**src/rtl/pe_array_os.sv**
```systemverilog
`default_nettype none
// ============================================================================
// Module   : pe_array_os
// Brief    : Output-stationary ROW x COL systolic MAC array. Skewed west
//            activation and north weight feeds, per-cell private accumulators,
//            column-serial ready/valid drain. Optional macro PE_ARRAY_SAT_EN
//            selects saturating accumulators (default: wrap-around).
// Revision : 1.0 - initial release
// ============================================================================
module pe_array_os #(
    parameter int BW      = 8,
    parameter int PSUM_BW = 20,
    parameter int ROW     = 4,
    parameter int COL     = 4
) (
    input  logic                     clk,
    input  logic                     rst_n,
    input  logic                     in_valid,
    output logic                     in_ready,
    input  logic                     in_last,
    input  logic [ROW*BW-1:0]        act_in,
    input  logic [COL*BW-1:0]        wgt_in,
    output logic                     out_valid,
    input  logic                     out_ready,
    output logic [ROW*PSUM_BW-1:0]   out_data,
    output logic [$clog2(COL)-1:0]   out_col,
    output logic                     out_last,
    output logic                     busy,
    output logic                     ovf
);

    localparam int c_CW = $clog2(COL);
    localparam int c_FW = $clog2(ROW + COL) + 1;

    localparam logic [1:0] c_IDLE  = 2'd0;
    localparam logic [1:0] c_LOAD  = 2'd1;
    localparam logic [1:0] c_FLUSH = 2'd2;
    localparam logic [1:0] c_DRAIN = 2'd3;

    localparam logic [c_FW-1:0] c_FLUSH_LAST = c_FW'(ROW + COL - 2);
    localparam logic [c_CW-1:0] c_COL_LAST   = c_CW'(COL - 1);

`ifdef PE_ARRAY_SAT_EN
    localparam logic signed [PSUM_BW-1:0] c_PSUM_MAX = {1'b0, {(PSUM_BW-1){1'b1}}};
    localparam logic signed [PSUM_BW-1:0] c_PSUM_MIN = {1'b1, {(PSUM_BW-1){1'b0}}};
`endif

    logic [1:0]                r_state;
    logic [1:0]                w_state_nxt;
    logic                      r_in_ready;
    logic                      w_accept;
    logic                      w_start;
    logic [c_FW-1:0]           r_flush_cnt;

    logic signed [BW-1:0]      w_a_west  [ROW];
    logic                      w_av_west [ROW];
    logic signed [BW-1:0]      w_w_north [COL];
    logic                      w_wv_north[COL];

    logic signed [BW-1:0]      r_a     [ROW][COL];
    logic signed [BW-1:0]      r_w     [ROW][COL];
    logic                      r_av    [ROW][COL];
    logic                      r_wv    [ROW][COL];
    logic signed [BW-1:0]      w_a_in  [ROW][COL];
    logic signed [BW-1:0]      w_w_in  [ROW][COL];
    logic                      w_av_in [ROW][COL];
    logic                      w_wv_in [ROW][COL];

    logic signed [2*BW-1:0]    w_prod    [ROW][COL];
    logic signed [PSUM_BW-1:0] w_ext     [ROW][COL];
    logic signed [PSUM_BW-1:0] w_sum     [ROW][COL];
    logic                      w_add_ovf [ROW][COL];
    logic signed [PSUM_BW-1:0] w_acc_nxt [ROW][COL];
    logic signed [PSUM_BW-1:0] r_acc     [ROW][COL];
    logic                      w_any_ovf;
    logic                      r_ovf;

    logic [c_CW-1:0]           r_rd_col;
    logic                      r_rd_done;
    logic [ROW*PSUM_BW-1:0]    w_col_data;
    logic                      r_out_valid;
    logic                      r_out_last;
    logic [c_CW-1:0]           r_out_col;
    logic [ROW*PSUM_BW-1:0]    r_out_data;

    assign w_accept = in_valid & r_in_ready;
    assign w_start  = w_accept & (r_state == c_IDLE);

    // ------------------------------------------------------------------ FSM
    always_comb begin
        w_state_nxt = r_state;
        case (r_state)
            c_IDLE:  if (w_accept) w_state_nxt = in_last ? c_FLUSH : c_LOAD;
            c_LOAD:  if (w_accept && in_last) w_state_nxt = c_FLUSH;
            c_FLUSH: if (r_flush_cnt == c_FLUSH_LAST) w_state_nxt = c_DRAIN;
            c_DRAIN: if (r_out_valid && out_ready && r_out_last) w_state_nxt = c_IDLE;
            default: w_state_nxt = c_IDLE;
        endcase
    end

    always_ff @(posedge clk or negedge rst_n) begin
        if (!rst_n) begin
            r_state     <= c_IDLE;
            r_in_ready  <= 1'b0;
            r_flush_cnt <= '0;
        end else begin
            r_state     <= w_state_nxt;
            r_in_ready  <= (w_state_nxt == c_IDLE) || (w_state_nxt == c_LOAD);
            r_flush_cnt <= (r_state == c_FLUSH) ? r_flush_cnt + c_FW'(1) : '0;
        end
    end

    // ------------------------------------------------------- operand skew
    // Lane n is delayed n cycles so that beat k meets at cell (i,j) together.
    for (genvar gi = 0; gi < ROW; gi++) begin : g_act_skew
        if (gi == 0) begin : g_direct
            assign w_a_west[gi]  = act_in[gi*BW +: BW];
            assign w_av_west[gi] = w_accept;
        end else begin : g_stages
            logic signed [BW-1:0] r_d [gi];
            logic                 r_v [gi];
            always_ff @(posedge clk or negedge rst_n) begin
                if (!rst_n) begin
                    for (int s = 0; s < gi; s++) begin
                        r_d[s] <= '0;
                        r_v[s] <= 1'b0;
                    end
                end else begin
                    r_d[0] <= act_in[gi*BW +: BW];
                    r_v[0] <= w_accept;
                    for (int s = 1; s < gi; s++) begin
                        r_d[s] <= r_d[s-1];
                        r_v[s] <= r_v[s-1];
                    end
                end
            end
            assign w_a_west[gi]  = r_d[gi-1];
            assign w_av_west[gi] = r_v[gi-1];
        end
    end

    for (genvar gj = 0; gj < COL; gj++) begin : g_wgt_skew
        if (gj == 0) begin : g_direct
            assign w_w_north[gj]  = wgt_in[gj*BW +: BW];
            assign w_wv_north[gj] = w_accept;
        end else begin : g_stages
            logic signed [BW-1:0] r_d [gj];
            logic                 r_v [gj];
            always_ff @(posedge clk or negedge rst_n) begin
                if (!rst_n) begin
                    for (int s = 0; s < gj; s++) begin
                        r_d[s] <= '0;
                        r_v[s] <= 1'b0;
                    end
                end else begin
                    r_d[0] <= wgt_in[gj*BW +: BW];
                    r_v[0] <= w_accept;
                    for (int s = 1; s < gj; s++) begin
                        r_d[s] <= r_d[s-1];
                        r_v[s] <= r_v[s-1];
                    end
                end
            end
            assign w_w_north[gj]  = r_d[gj-1];
            assign w_wv_north[gj] = r_v[gj-1];
        end
    end

    // --------------------------------------------------------- cell array
    always_comb begin
        for (int i = 0; i < ROW; i++) begin
            w_a_in[i][0]  = w_a_west[i];
            w_av_in[i][0] = w_av_west[i];
            for (int j = 1; j < COL; j++) begin
                w_a_in[i][j]  = r_a[i][j-1];
                w_av_in[i][j] = r_av[i][j-1];
            end
        end
        for (int j = 0; j < COL; j++) begin
            w_w_in[0][j]  = w_w_north[j];
            w_wv_in[0][j] = w_wv_north[j];
            for (int i = 1; i < ROW; i++) begin
                w_w_in[i][j]  = r_w[i-1][j];
                w_wv_in[i][j] = r_wv[i-1][j];
            end
        end
    end

    always_comb begin
        w_any_ovf = 1'b0;
        for (int i = 0; i < ROW; i++) begin
            for (int j = 0; j < COL; j++) begin
                w_prod[i][j]    = (2*BW)'(r_a[i][j]) * (2*BW)'(r_w[i][j]);
                w_ext[i][j]     = PSUM_BW'(w_prod[i][j]);
                w_sum[i][j]     = r_acc[i][j] + w_ext[i][j];
                // Same-sign operands producing an opposite-sign sum is signed overflow.
                w_add_ovf[i][j] = (r_acc[i][j][PSUM_BW-1] == w_ext[i][j][PSUM_BW-1]) &&
                                  (w_sum[i][j][PSUM_BW-1] != r_acc[i][j][PSUM_BW-1]);
                w_acc_nxt[i][j] = w_sum[i][j];
`ifdef PE_ARRAY_SAT_EN
                if (w_add_ovf[i][j])
                    w_acc_nxt[i][j] = r_acc[i][j][PSUM_BW-1] ? c_PSUM_MIN : c_PSUM_MAX;
`endif
                if (r_av[i][j] && r_wv[i][j] && w_add_ovf[i][j])
                    w_any_ovf = 1'b1;
            end
        end
    end

    always_ff @(posedge clk or negedge rst_n) begin
        if (!rst_n) begin
            for (int i = 0; i < ROW; i++) begin
                for (int j = 0; j < COL; j++) begin
                    r_a[i][j]   <= '0;
                    r_w[i][j]   <= '0;
                    r_av[i][j]  <= 1'b0;
                    r_wv[i][j]  <= 1'b0;
                    r_acc[i][j] <= '0;
                end
            end
            r_ovf <= 1'b0;
        end else begin
            for (int i = 0; i < ROW; i++) begin
                for (int j = 0; j < COL; j++) begin
                    r_a[i][j]  <= w_a_in[i][j];
                    r_w[i][j]  <= w_w_in[i][j];
                    r_av[i][j] <= w_av_in[i][j];
                    r_wv[i][j] <= w_wv_in[i][j];
                    if (w_start)
                        r_acc[i][j] <= '0;
                    else if (r_av[i][j] && r_wv[i][j])
                        r_acc[i][j] <= w_acc_nxt[i][j];
                end
            end
            if (w_start)
                r_ovf <= 1'b0;
            else if (w_any_ovf)
                r_ovf <= 1'b1;
        end
    end

    // -------------------------------------------------------------- drain
    always_comb begin
        w_col_data = '0;
        for (int i = 0; i < ROW; i++)
            w_col_data[i*PSUM_BW +: PSUM_BW] = r_acc[i][r_rd_col];
    end

    // First DRAIN cycle only primes the output register, so the final
    // accumulator update from FLUSH is always captured.
    always_ff @(posedge clk or negedge rst_n) begin
        if (!rst_n) begin
            r_rd_col    <= '0;
            r_rd_done   <= 1'b0;
            r_out_valid <= 1'b0;
            r_out_last  <= 1'b0;
            r_out_col   <= '0;
            r_out_data  <= '0;
        end else if (r_state != c_DRAIN) begin
            r_rd_col    <= '0;
            r_rd_done   <= 1'b0;
            r_out_valid <= 1'b0;
            r_out_last  <= 1'b0;
        end else if (!r_out_valid || out_ready) begin
            if (!r_rd_done) begin
                r_out_valid <= 1'b1;
                r_out_data  <= w_col_data;
                r_out_col   <= r_rd_col;
                r_out_last  <= (r_rd_col == c_COL_LAST);
                if (r_rd_col == c_COL_LAST)
                    r_rd_done <= 1'b1;
                else
                    r_rd_col  <= r_rd_col + c_CW'(1);
            end else begin
                r_out_valid <= 1'b0;
            end
        end
    end

    assign in_ready  = r_in_ready;
    assign out_valid = r_out_valid;
    assign out_data  = r_out_data;
    assign out_col   = r_out_col;
    assign out_last  = r_out_last;
    assign busy      = (r_state != c_IDLE);
    assign ovf       = r_ovf;

endmodule
`default_nettype wire

```
**config.mk**
```make
export PLATFORM = sky130hd
export DESIGN_NAME = pe_array_os
export DESIGN_NICKNAME = d
export VERILOG_FILES = /design/src/rtl/pe_array_os.sv
export SDC_FILE = /design/constraint.sdc
export NUM_CORES = 2
export LEC_CHECK = 0
export ABC_AREA = 1
export BUFFER_PORTS_ARGS = -buffer_cell sky130_fd_sc_hd__buf_2
export CAP_MARGIN = 0
export CORE_MARGIN = 3
export CORE_UTILIZATION = 59
export CTS_CLUSTER_SIZE = 12
export DETAILED_ROUTE_END_ITERATION = 8
export GPL_TIMING_DRIVEN = 0
export PLACE_DENSITY_LB_ADDON = 0.2
export SYNTH_ARGS = -nofsm -noshare
export SYNTH_HDL_FRONTEND = slang
export SYNTH_SLANG_ARGS = --single-unit
```
**constraint.sdc**
```tcl
create_clock -name clk -period 5.8 [get_ports clk]
set_clock_uncertainty 0.05 [all_clocks]
set_input_delay 1.16 -clock clk [delete_from_list [all_inputs] [get_ports clk]]
set_output_delay 1.16 -clock clk [all_outputs]
set_load 0.1 [all_outputs]
```
Word level (Yosys, flattened, before mapping)
Index checks and enable logic that the tools add are counted.
Widths: inputs -> output; s select.
Operators by class
  $add $sub $neg: 18
  multipliers: 16
  magnitude comparators: 1
  equality and inequality tests: 41
  mux-type cells: 83
  bitwise operators: 5
  reduce and logical (&&, ||, !) cells: 53
Operators by type and width (count)
  $mux 20: 40
  $add 20x16->20: 16
  $mul 8x8->16: 16
  $bmux 20 s2: 4
  $logic_and 1x1->1: 35
  $mux 1: 28
  $reduce_bool 2->1: 10
  $mux 2: 9
  $eq 1x1->1: 16
  $ne 1x1->1: 16
  $pmux 2 s4: 1
  $eq 2x2->1 const B: 3
  $reduce_and 3->1: 2
  $add 4x1->4 const B: 1
  $eq 2x1->1 const B: 2
  $eq 4x3->1 const B: 1
  $logic_not 2->1: 2
  $mux 4: 1
  $ne 2x2->1 const B: 2
  $ge 3x3->1 const B: 1
  $not 2->3: 1
  $add 2x1->2 const B: 1
  $and 1x1->1: 2
  $logic_or 1x1->1: 2
  other kinds (4): 5
Storage, ports and cells
  register bits after elaboration: 774
  input bits: 69
  output and inout bits: 87

Depth between registers and ports, before layout
  word-level depth: 23
  mapped depth: 39

Worst setup path after synthesis
OpenSTA, ideal clock, no wires.
  path kind: flip-flop to flip-flop
  from: register r_a[8] (netlist bit)
  to: register r_ovf (netlist: ovf)
  library setup time: 0.136 ns
  arrival time: 5.438 ns
  slack: 0.176 ns
  stages on the path, launching flop included: 33
  buffers on the path: 1
  clock period less this slack: 5.624 ns
  cell sequence: dfrtp_1 clkbuf_1 or2_2 fa_1 fa_1 inv_1 fa_1 inv_1 fa_1 inv_1 ha_1 nand3_1 nand2_1 a21oi_1 o21bai_1 a21oi_1 o21bai_1 nand2_1 nand2_1 a21oi_1 xnor2_1 ha_1 nand4_1 nor3_1 nand2_1 o211ai_2 nor2_2 nor2_1 nand2_1 nand2_1 nand3_1 nor2_1 a21oi_1
On the way
  cells in the longest elaborated chain, start to end: 8
  elaborated cells between the ends (all ways): 9
  classes of those cells: add/sub: 1; mul: 1; eq/ne: 2; mux: 2; reduce/logical: 3
Ends and longest elaborated chain
  start, declared: line 60  | logic signed [BW-1:0] r_a [ROW][COL];
  start signal, assigned by index: line 225  | r_a[i][j] <= w_a_in[i][j];
  $mul 8x8->16 *: line 193  | w_prod[i][j] = (2*BW)'(r_a[i][j]) * (2*BW)'(r_w[i][j]);
  $add 20x16->20: line 195  | w_sum[i][j] = r_acc[i][j] + w_ext[i][j];
  $ne 1x1->1: line 198  | (w_sum[i][j][PSUM_BW-1] != r_acc[i][j][PSUM_BW-1]);
  $logic_and 1x1->1 *: line 197  | w_add_ovf[i][j] = (r_acc[i][j][PSUM_BW-1] == w_ext[i][j][PSUM_BW-1]) &&
  $logic_and 1x1->1 *: line 204  | if (r_av[i][j] && r_wv[i][j] && w_add_ovf[i][j])
  $mux 1 * (2 in a row): line 204
  $reduce_bool 2->1 (no line) *
  end signal, assigned: line 221  | r_ovf <= 1'b0;
  end signal, assigned: line 236  | r_ovf <= 1'b0;
  end signal, assigned: line 238  | r_ovf <= 1'b1;
  end, declared: line 76  | logic r_ovf;
Every way passes the cells marked *; elsewhere a longest branch is shown, timed or not.
A chain may end at the register's enable or synchronous reset.

Final worst setup path
Same ends and word-level chain as after synthesis.

==> qor.csv <==
metric,value,unit
drc,0,
yosysMostFrequentCell,nand2_1,
setup_slack,-503,ps
first_pass_iters,6,
synth_nets,12623,
startpoint_type,register,
dp_hpwl,211,mm
cts_buffers,96,
syn_inst,10887,
synth_top_area_share,23.0,%
clock_latency,750,ps
setup.worst_path.class,register to register,
coreArea,0.141,mm^2
antenna_found_initial,24,
cpPeakStageDelay,510,ps
grt_use_total,35.8,%
fin_nets,13175,
cp-end-kind,register,
ys_async_sr_fraction,100,%
rsz0062_at_grt,true,
crit_arrival,6870,ps
fp-row-count,137,
routedWlPerCell,20.2,um
stdcell_count,13409,
io_buffers,155,
yosys.area.top_type,dfrtp_1,
grt_max_degree,120,
grt.overflow.total,0,
clkTransAtPathRegs,60,ps
yosysWarnings,0,
htreeDepth,3,
vias,74660,
yosys-top-cells-count,"nand2_1, inv_1, fa_1, dfrtp_1, ha_1",
synth_edf_count,0,
place_congestion,1.00,
start_util,59.9,%
yosysSeqAreaShare,23.0,%
grt_pass1_wl,406,mm
synthesis.area,0.0841,mm^2
slew_violations,0,
totalWireLength,270,mm
dp_slack,-1400,ps
outcome,"finished, violations left",
cts_sinks,774,
synthDistinctLibCells,59,
slowest_stage,dfrtp_2,
drt_iter0_markers,5924,
critPathMaxFanout,4,
ant_nets,0,
fin_crit_sh,109,%
relSlewSlack,8.59,%
setup_violations,15,
vias_per_cell,5.57,
synthFlopType,dfrtp_1,
ys_ff_latch,774,
ios,156,
cts-root-buf,clkbuf_16,
critPathRequiredTime,6360,ps
hold_viol,0,
dp_cells,12924,
die_width,384,um
synth_area_per_cell,7.73,um^2
die-area,0.147,mm^2
die_h,384,um
violations,negative setup slack,
fmax,159,MHz
synthTopCellsByArea,"dfrtp_1, fa_1, ha_1",
period_minus_slack,6300,ps
cts_tree,yes,
cap_viol_max_count,0,
clockBufferDepth,3,
hold_class,register to register,
grt_pass1_vias,74580,
worst_pin_slew,1370,ps
syn_to_final_growth,19.3,%
drive_gt1_share,19.0,%
cells in the final DEF (no fill, tap or decap), drive strengths merged, types with 54 or more instances in the layout:
cell type | Yosys | final
nand3 | 294 | 294
dfrtp | 774 | 774
o31ai | 54 | 54
or2 | 97 | 97
o21ai | 675 | 675
ha | 771 | 771
a31oi | 55 | 55
fa | 896 | 896
inv | 2496 | 2496
a21oi | 692 | 692
nand2 | 2581 | 2581
o22ai | 101 | 101
xnor2 | 113 | 113
clkbuf | 330 | 273
nor2 | 496 | 496
buf | 42 | 670
xor2 | 165 | 165
final timing paths:
check	startpoint	endpoint	slack, ps	cells after the start
max	r_a[8]$_DFF_PN0_	ovf$_DFFE_PN0P_	-500	33
min	r_a[17]$_DFF_PN0_	r_a[9]$_DFF_PN0_	270	0
max reg2reg	r_a[8]$_DFF_PN0_	ovf$_DFFE_PN0P_	-500	33
min reg2reg	r_a[17]$_DFF_PN0_	r_a[9]$_DFF_PN0_	270	0
max in group asynchronous	rst_n	r_a[83]$_DFF_PN0_	2610	5
min in group asynchronous	rst_n	g_act_skew[3].g_stages.r_d[22]$_DFF_PN0_	420	1
cells by family (layout without fill, tap and decap cells):
logic type	count (synthesis)	after routing	share of synthesized area, %
AOI/OAI and AO/OA	1713	1713	11.2
buffers and inverters	2870	3498	12.9
xor gates and xnor gates	278	278	2.90
other	0	18	0
and+or+nand+nor	3585	3585	17.3
DFF	774	774	23.0
adders and majority gates	1667	1667	32.8
through the flow:
stage	setup TNS (ps)	area, um^2	hold slack (ps)	utilization [%]
after global placement	-	87300	282	62.1
after CTS	-1540	94600	284	67.3
after floorplan	0	84100	281	-
final	-1810	100000	275	71.4
after detailed placement	-43970	87400	285	62.2
after global routing	-12170	100000	294	71.4
routing by layer:
metal | global-route usage (%) | up-vias | routed length [um]
met5 | 0 | - | 28
met4 | 20.4 | 4 | 17800
met3 | 6.93 | 637 | 22800
met2 | 57.9 | 2822 | 126000
met1 | 45.1 | 36681 | 104000
li1 | - | 34516 | -
state kept, by name, summed over array words and instances, names as in the netlist, 2 cells and up:
register	flops
r_acc	320
r_a	128
r_w	128
out_data	80
g_act_skew.g_stages.r_d	48
g_wgt_skew.g_stages.r_d	48
r_wv	7
r_flush_cnt	4
out_col	2
r_rd_col	2
r_state	2
what timing repair did:
item                                    CTS  global route
hold buffers                              0             0
pin swaps                               153           480
endpoints found under the setup margin  111           133
gates cloned                              0             0
buffers inserted                        159           241
resized for setup                       752          1307
area by class of cell:
type / instances / area, um^2
fillers: 11026 / 40200
plain buffers: 285 / 1880
clock buffers: 117 / 2650
clock inverters: 57 / 759
well taps: 1876 / 2350
repair buffers: 541 / 4030
multi-input cells: 7243 / 59700
inverters: 2498 / 9420
diodes: 18 / 45.0
flip-flops and latches: 774 / 19500
critical path, delay by kind of cell, from the launching register on:
kind / cells / cell delay [ps]
AO/OA/AOI/OAI: 8 / 900
flip-flops: 1 / 510
XOR/XNOR: 1 / 150
buffers and inverters: 5 / 470
AND/OR/NAND/NOR: 13 / 1560
adder cells (fa/ha/maj): 6 / 2500
Power is left out: the tool's default activity adds up to more than one toggle a clock period on the data nets, which glitch-free logic cannot reach.
